`src/rtl/dev_uart_tx.sv`:
```
// Memory-mapped 8N1 UART transmitter on the 0x7xxx device window, with a TX FIFO and a programmable baud divisor.
// Latency: a push into an empty FIFO with the line idle is popped on the next edge, and the start bit drives tx after that edge.
// Backpressure: none on the bus; a TXDATA write while the FIFO is full is dropped and sets the sticky overflow flag.
module dev_uart_tx #(
   parameter int          FIFO_DEPTH = 8,
   parameter logic [15:0] DIV_RESET  = 16'd434
) (
   input  logic        clk,
   input  logic        rst_n,
   input  logic [15:0] dev_addr,
   input  logic [15:0] dev_wdata,
   input  logic        dev_wen,
   output logic [15:0] dev_rdata,
   output logic        tx
);

   localparam int PW = (FIFO_DEPTH > 1) ? $clog2(FIFO_DEPTH) : 1;
   localparam int CW = $clog2(FIFO_DEPTH + 1);
   localparam logic [PW-1:0] PTR_ONE = PW'(1);
   localparam logic [CW-1:0] CNT_ONE = CW'(1);
   localparam logic [CW-1:0] CNT_MAX = CW'(FIFO_DEPTH);

   localparam logic [11:0] OFF_TXDATA  = 12'h000;
   localparam logic [11:0] OFF_STATUS  = 12'h001;
   localparam logic [11:0] OFF_DIVISOR = 12'h002;

   typedef enum logic [1:0] {S_IDLE, S_START, S_DATA, S_STOP} state_t;

   // Register state
   logic [7:0]    r_mem [FIFO_DEPTH];
   logic [PW-1:0] r_wr_ptr;
   logic [PW-1:0] r_rd_ptr;
   logic [CW-1:0] r_count;
   logic          r_ovf;
   logic [15:0]   r_div;
   state_t        r_state;
   logic [7:0]    r_shift;
   logic [2:0]    r_bit_idx;
   logic [15:0]   r_period;
   logic [15:0]   r_baud_cnt;
   logic          r_tx;

   // Decode and FIFO handshake
   logic [11:0] w_offset;
   logic        w_unused_addr;
   logic        w_full;
   logic        w_nonempty;
   logic        w_push_req;
   logic        w_push;
   logic        w_pop;
   logic        w_bit_end;
   logic [15:0] w_div_eff;
   logic [7:0]  w_head;

   assign w_offset      = dev_addr[11:0];
   assign w_unused_addr = ^dev_addr[15:12];
   assign w_full        = (r_count == CNT_MAX);
   assign w_nonempty    = (r_count != '0);
   assign w_push_req    = dev_wen && (w_offset == OFF_TXDATA);
   // Full is judged on the registered count, so a same-edge pop never rescues a write.
   assign w_push        = w_push_req && !w_full;
   assign w_bit_end     = (r_baud_cnt == r_period - 16'd1);
   // A zero divisor would never reach a bit boundary; run it as one clock per bit.
   assign w_div_eff     = (r_div == 16'd0) ? 16'd1 : r_div;
   assign w_head        = r_mem[r_rd_ptr];
   // Pop when idle with data, or at the end of a stop bit so frames run back to back.
   assign w_pop         = w_nonempty &&
                          ((r_state == S_IDLE) || ((r_state == S_STOP) && w_bit_end));

   assign tx = r_tx;

   // FIFO storage; contents need no reset because count/pointers gate every read.
   always_ff @(posedge clk) begin
      if (w_push) begin
         r_mem[r_wr_ptr] <= dev_wdata[7:0];
      end
   end

   // FIFO pointers and occupancy count
   always_ff @(posedge clk or negedge rst_n) begin
      if (!rst_n) begin
         r_wr_ptr <= '0;
         r_rd_ptr <= '0;
         r_count  <= '0;
      end else begin
         if (w_push) begin
            r_wr_ptr <= r_wr_ptr + PTR_ONE;
         end
         if (w_pop) begin
            r_rd_ptr <= r_rd_ptr + PTR_ONE;
         end
         case ({w_push, w_pop})
            2'b10:   r_count <= r_count + CNT_ONE;
            2'b01:   r_count <= r_count - CNT_ONE;
            default: r_count <= r_count;
         endcase
      end
   end

   // Sticky overflow flag and the baud divisor register
   always_ff @(posedge clk or negedge rst_n) begin
      if (!rst_n) begin
         r_ovf <= 1'b0;
         r_div <= DIV_RESET;
      end else begin
         if (w_push_req && w_full) begin
            r_ovf <= 1'b1;
         end else if (dev_wen && (w_offset == OFF_STATUS) && dev_wdata[3]) begin
            r_ovf <= 1'b0;
         end
         if (dev_wen && (w_offset == OFF_DIVISOR)) begin
            r_div <= dev_wdata;
         end
      end
   end

   // Transmit FSM with registered tx; the bit period is frozen for the whole frame.
   always_ff @(posedge clk or negedge rst_n) begin
      if (!rst_n) begin
         r_state    <= S_IDLE;
         r_tx       <= 1'b1;
         r_shift    <= '0;
         r_bit_idx  <= '0;
         r_period   <= 16'd1;
         r_baud_cnt <= '0;
      end else begin
         case (r_state)
            S_IDLE: begin
               r_tx       <= 1'b1;
               r_baud_cnt <= '0;
               if (w_pop) begin
                  r_shift   <= w_head;
                  r_period  <= w_div_eff;
                  r_bit_idx <= '0;
                  r_tx      <= 1'b0;
                  r_state   <= S_START;
               end
            end
            S_START: begin
               if (w_bit_end) begin
                  r_baud_cnt <= '0;
                  r_tx       <= r_shift[0];
                  r_state    <= S_DATA;
               end else begin
                  r_baud_cnt <= r_baud_cnt + 16'd1;
               end
            end
            S_DATA: begin
               if (w_bit_end) begin
                  r_baud_cnt <= '0;
                  if (r_bit_idx == 3'd7) begin
                     r_tx    <= 1'b1;
                     r_state <= S_STOP;
                  end else begin
                     r_shift   <= {1'b0, r_shift[7:1]};
                     r_bit_idx <= r_bit_idx + 3'd1;
                     r_tx      <= r_shift[1];
                  end
               end else begin
                  r_baud_cnt <= r_baud_cnt + 16'd1;
               end
            end
            S_STOP: begin
               if (w_bit_end) begin
                  r_baud_cnt <= '0;
                  if (w_pop) begin
                     r_shift   <= w_head;
                     r_period  <= w_div_eff;
                     r_bit_idx <= '0;
                     r_tx      <= 1'b0;
                     r_state   <= S_START;
                  end else begin
                     r_tx    <= 1'b1;
                     r_state <= S_IDLE;
                  end
               end else begin
                  r_baud_cnt <= r_baud_cnt + 16'd1;
               end
            end
            default: begin
               r_tx    <= 1'b1;
               r_state <= S_IDLE;
            end
         endcase
      end
   end

   // Zero-wait-state read mux; reads have no side effects.
   always_comb begin
      dev_rdata = 16'h0000;
      case (w_offset)
         OFF_STATUS: begin
            dev_rdata[0]    = w_full;
            dev_rdata[1]    = !w_nonempty;
            dev_rdata[2]    = (r_state != S_IDLE);
            dev_rdata[3]    = r_ovf;
            dev_rdata[12:8] = 5'(r_count);
         end
         OFF_DIVISOR: dev_rdata = r_div;
         default:     dev_rdata = 16'h0000;
      endcase
   end

endmodule

```
`config.mk`:
```
export PLATFORM = sky130hd
export DESIGN_NAME = dev_uart_tx
export DESIGN_NICKNAME = d
export VERILOG_FILES = /design/src/rtl/dev_uart_tx.sv
export SDC_FILE = /design/constraint.sdc
export NUM_CORES = 1
export LEC_CHECK = 0
export CORE_UTILIZATION = 55
export CTS_BUF_LIST = sky130_fd_sc_hd__clkbuf_8
export DETAILED_ROUTE_END_ITERATION = 12
export GPL_TIMING_DRIVEN = 0
export PLACE_DENSITY = 0.89
export SETUP_SLACK_MARGIN = 0.1
export SLEW_MARGIN = 20
export SYNTH_ARGS = -nofsm -noshare
export SYNTH_HDL_FRONTEND = slang
export SYNTH_SLANG_ARGS = --single-unit
```
`constraint.sdc`:
```
create_clock -name clk -period 4.5 [get_ports clk]
set_clock_uncertainty 0.1 [all_clocks]
set_input_delay 0.45 -clock clk [delete_from_list [all_inputs] [get_ports clk]]
set_output_delay 0.45 -clock clk [all_outputs]
set_load 0.02 [all_outputs]
```
==> impl_metrics.csv <==
group,metric,value,unit
die,row_count,40,
pwr,switching_power,1.60,mW
die,coreArea,12000,um2
cells_and_area,syn2layout_area_growth,18.3,%
sta,finalSetupTns,0,ns
synthesis,syn-instance-count,528,
synthesis,syn-num-nets,576,
die,dieArea,12700,um2
sta,finalMaxSlewViolations,0,
pwr,power,4.35,mW
sta,tightestPinTransition,0.953,ns
global_routing,grt_pass1_wl,24.1,mm
status,status,"completed",
die,start_util,0.563,
cts,cts.sinks,137,
cts,root_buffer,"clkbuf_8",
routing,dr.pass1.iters,5,
worst_setup_path,rr_endpoint,"r_count[2]$_DFFE_PN0P_",
synthesis,yosysTopAreaCellShare,0.284,
sta,finalHoldViolCount,0,
routing,vias,4770,
die,die_width,113,um
worst_setup_path,rrSetupSlack,0.28,ns
synthesis,yosys_register_bits,137,
synthesis,ys_async_sr_fraction,0.533,
synthesis,synth_enable_flop_cells,64,
die,fp.dieH,113,um
routing,drc,0,
sta,slew_headroom,0.360,
worst_setup_path,crit_type,"register to register",
sta,fmax,0.237,GHz
worst_setup_path,arrival,4.51,ns
pwr,pwr-share-seq,0.357,
synthesis,synth_top_cell_by_area,"edfxtp_1",
synthesis,netlist_area,6760,um2
synthesis,synth_warnings,0,
worst_setup_path,reg2reg_depth,18,
cts,clk_latency,0.47,ns
global_routing,first_global_vias,4666,
cells_and_area,antenna_cells_inserted,0,
cts,clk_path_buf_depth,2,
pwr,p_leak,3.14,nW
cells_and_area,drive_above_1_share,0.202,
cts,cts_tree,"done",
worst_setup_path,cp_slowest_cell,"or4b_2",
place,place_area,7480,um2
cells_and_area,stdcell_area,8000,um2
pwr,pwr-share-comb,0.400,
die,io_pins,52,
global_routing,grt_max_degree,48,
synthesis,synth.distinct_cells,69,
pwr,p_per_area,543,nW/um2
routing,wl,15.3,mm
sta,finalCriticalPeriod,4.22,ns
sta,whs,0.357,ns
worst_setup_path,end_kind,"register",
place,gp_congestion,0.836,
worst_setup_path,timing.rr.start,"r_period[1]$_DFFE_PN0P_",
worst_setup_path,max_stage_delay,0.60,ns
pwr,peakVddDrop,0.000387,V
sta,finalCritPeriodShare,0.937,
synthesis,avgSynthCellArea,12.8,um2
worst_setup_path,cpMostUsedCell,"ha_1",
routing,wl_per_cell,20.1,um
synthesis,yosys-top-cells-area,"edfxtp_1 (28%), dfrtp_1 (24%), mux4_2 (5.3%), mux2_2 (4.5%), xnor2_1 (2.8%)",
synthesis,synth_ff_type,"dfrtp_1",
synthesis,yosysSeqAreaShare,0.555,
global_routing,antenna_found_initial,0,
place,io_buffers,47,
routing,ant_nets,0,
cts,clk_pin_slew_worst_paths,0.08,ns
cts,numCtsBuffers,17,
pwr,intPower,2.75,mW
routing,vias_per_cell,6.26,
pwr,swShare,0.368,
sta,setup_viol,0,
worst_setup_path,cp.required,4.79,ns
job,drv_cap,0,
worst_setup_path,critPathLaunchType,"register",
pwr,p_clk_frac,0.243,
cts,htreeDepth,4,
cells_and_area,fin_nets,650,
worst_setup_path,path_max_fanout,7,
sta,rsz0062_at_grt,"no",
place,hpwl,10.3,mm
routing,drtIter0Drc,321,
worst_setup_path,path_cells,"inv_1 -> ha_1 -> clkbuf_4 -> or4b_2 -> or4_1 -> o21ai_2 -> o211ai_2 -> nor4_4 -> buf_4 -> a21oi_4 -> nor2_4 -> ha_4 -> xor2_1 -> ha_1 -> a31o_2 -> a41oi_2 -> mux2i_1 -> xnor2_1",
global_routing,grt.overflow.total,0,
global_routing,grt_usage,0.253,
min_path,hold_class,"input pin to async pin",
## per-stage QoR
stage,setup slack (ns),instances,utilization
global placement,-0.231,722,0.618
global route,0.106,762,0.666
floorplan,0.251,528,-
detailed placement,-0.345,723,0.623
CTS,0.114,759,0.664
finish,0.282,762,0.666
## Yosys cell counts, drive strengths merged, types with 2 or more instances
cell     number
a22o          7
nand2b        3
mux2i        11
o311ai        5
nor4         13
dfrtp        66
or4           6
nand3b        3
a41oi         2
dfstp         7
nand4        11
edfxtp       64
buf           9
nor3b         6
or3           4
nand2        30
and3          3
o21ai        14
nand3        16
or2           3
xor2         18
a31o          2
ha           13
mux4         16
o211ai        3
xnor2        22
mux2         40
a21oi         8
inv          15
nor2         33
a32oi         2
nor2b         6
o221ai        6
a21boi        3
and2         11
clkbuf       17
o22ai         4
o2111ai       2
nor3          9
## logic make-up after synthesis
logic type | Yosys count | synth area share
and+or+nand+nor | 161 | 0.129
DFF | 137 | 0.555
AOI/OAI and AO/OA | 68 | 0.0753
muxes | 67 | 0.137
buffers and inverters | 42 | 0.0279
xor gates and xnor gates | 40 | 0.0518
adders and majority gates | 13 | 0.0240
## per-layer routing
layer,GRT usage,part of all wire,up-vias
li1,-,-,2134
met1,0.329,0.41,2410
met2,0.414,0.50,192
met3,0.0520,0.063,34
met4,0.110,0.022,0
met5,0,0,-
## power by group through the flow
| stage | sequential [mW] | combinational, mW | clock (mW) |
|---|---|---|---|
| after floorplan | 1.54 | 1.25 | 0 |
| after detailed placement | 1.56 | 1.61 | 0 |
| after CTS | 1.54 | 1.70 | 1.06 |
| final | 1.55 | 1.74 | 1.06 |
| after global routing | 1.56 | 1.88 | 1.12 |
| after global placement | 1.55 | 1.54 | 0 |
## registers in the layout, indices dropped and copies added (netlist names)
name        count
r_shift         8
r_period       16
r_state         2
tx              1
r_div          16
r_rd_ptr        3
r_bit_idx       3
r_mem          64
r_wr_ptr        3
r_ovf           1
r_baud_cnt     16
r_count         4
## cells in the final DEF (no fill, tap or decap), types with 12 or more instances in the layout
| cell type | n |
|---|---|
| mux4_2 | 16 |
| xnor2_1 | 22 |
| clkbuf_1 | 15 |
| dfrtp_1 | 66 |
| ha_1 | 12 |
| nor2_1 | 32 |
| nand2_1 | 30 |
| nand3_1 | 16 |
| clkbuf_8 | 17 |
| mux2_2 | 27 |
| inv_1 | 15 |
| clkdlybuf4s50_1 | 46 |
| edfxtp_1 | 64 |
| xor2_1 | 18 |
| mux2_1 | 12 |
## worst max-delay path by stage
stage	start	end	slack, ns
after floorplan	r_period[0]$_DFFE_PN1P_	r_count[2]$_DFFE_PN0P_	0.25
after global placement	r_period[0]$_DFFE_PN1P_	r_count[2]$_DFFE_PN0P_	-0.23
after detailed placement	r_period[0]$_DFFE_PN1P_	r_count[2]$_DFFE_PN0P_	-0.35
after CTS	r_period[0]$_DFFE_PN1P_	r_count[2]$_DFFE_PN0P_	0.11
after global routing	r_period[1]$_DFFE_PN0P_	r_count[2]$_DFFE_PN0P_	0.11
final	r_period[1]$_DFFE_PN0P_	r_count[2]$_DFFE_PN0P_	0.28
## repair_timing
item                                    in CTS  in global routing
gates cloned                                 0                  0
pin swaps                                    3                  1
endpoints found under the hold margin       24                  0
gates resized for setup                      7                  0
endpoints found under the setup margin       3                  2
buffers inserted                             3                  3
hold buffers                                 1                  0
## worst max-delay path, delay by kind of cell, from the launching register on
kind,cells,cell delay [ns]
buffers and inverters,3,0.47
AO/OA/AOI/OAI,5,0.76
adder cells (fa/ha/maj),3,0.54
flip-flops,1,0.41
multiplexers,1,0.24
XOR/XNOR,2,0.22
AND/OR/NAND/NOR,4,1.41
## layout make-up
type                       instances  area (um2)
sequential                       137        3760
inverter                          16        60.1
tap                              147         184
buffer                            25         128
timing repair buffer              56         558
fill                             810        4010
clock buffer                      17         234
clock inverter                    15         186
multi-input combinational        349        2900
No activity file was read; power rests on OpenSTA's default activity.
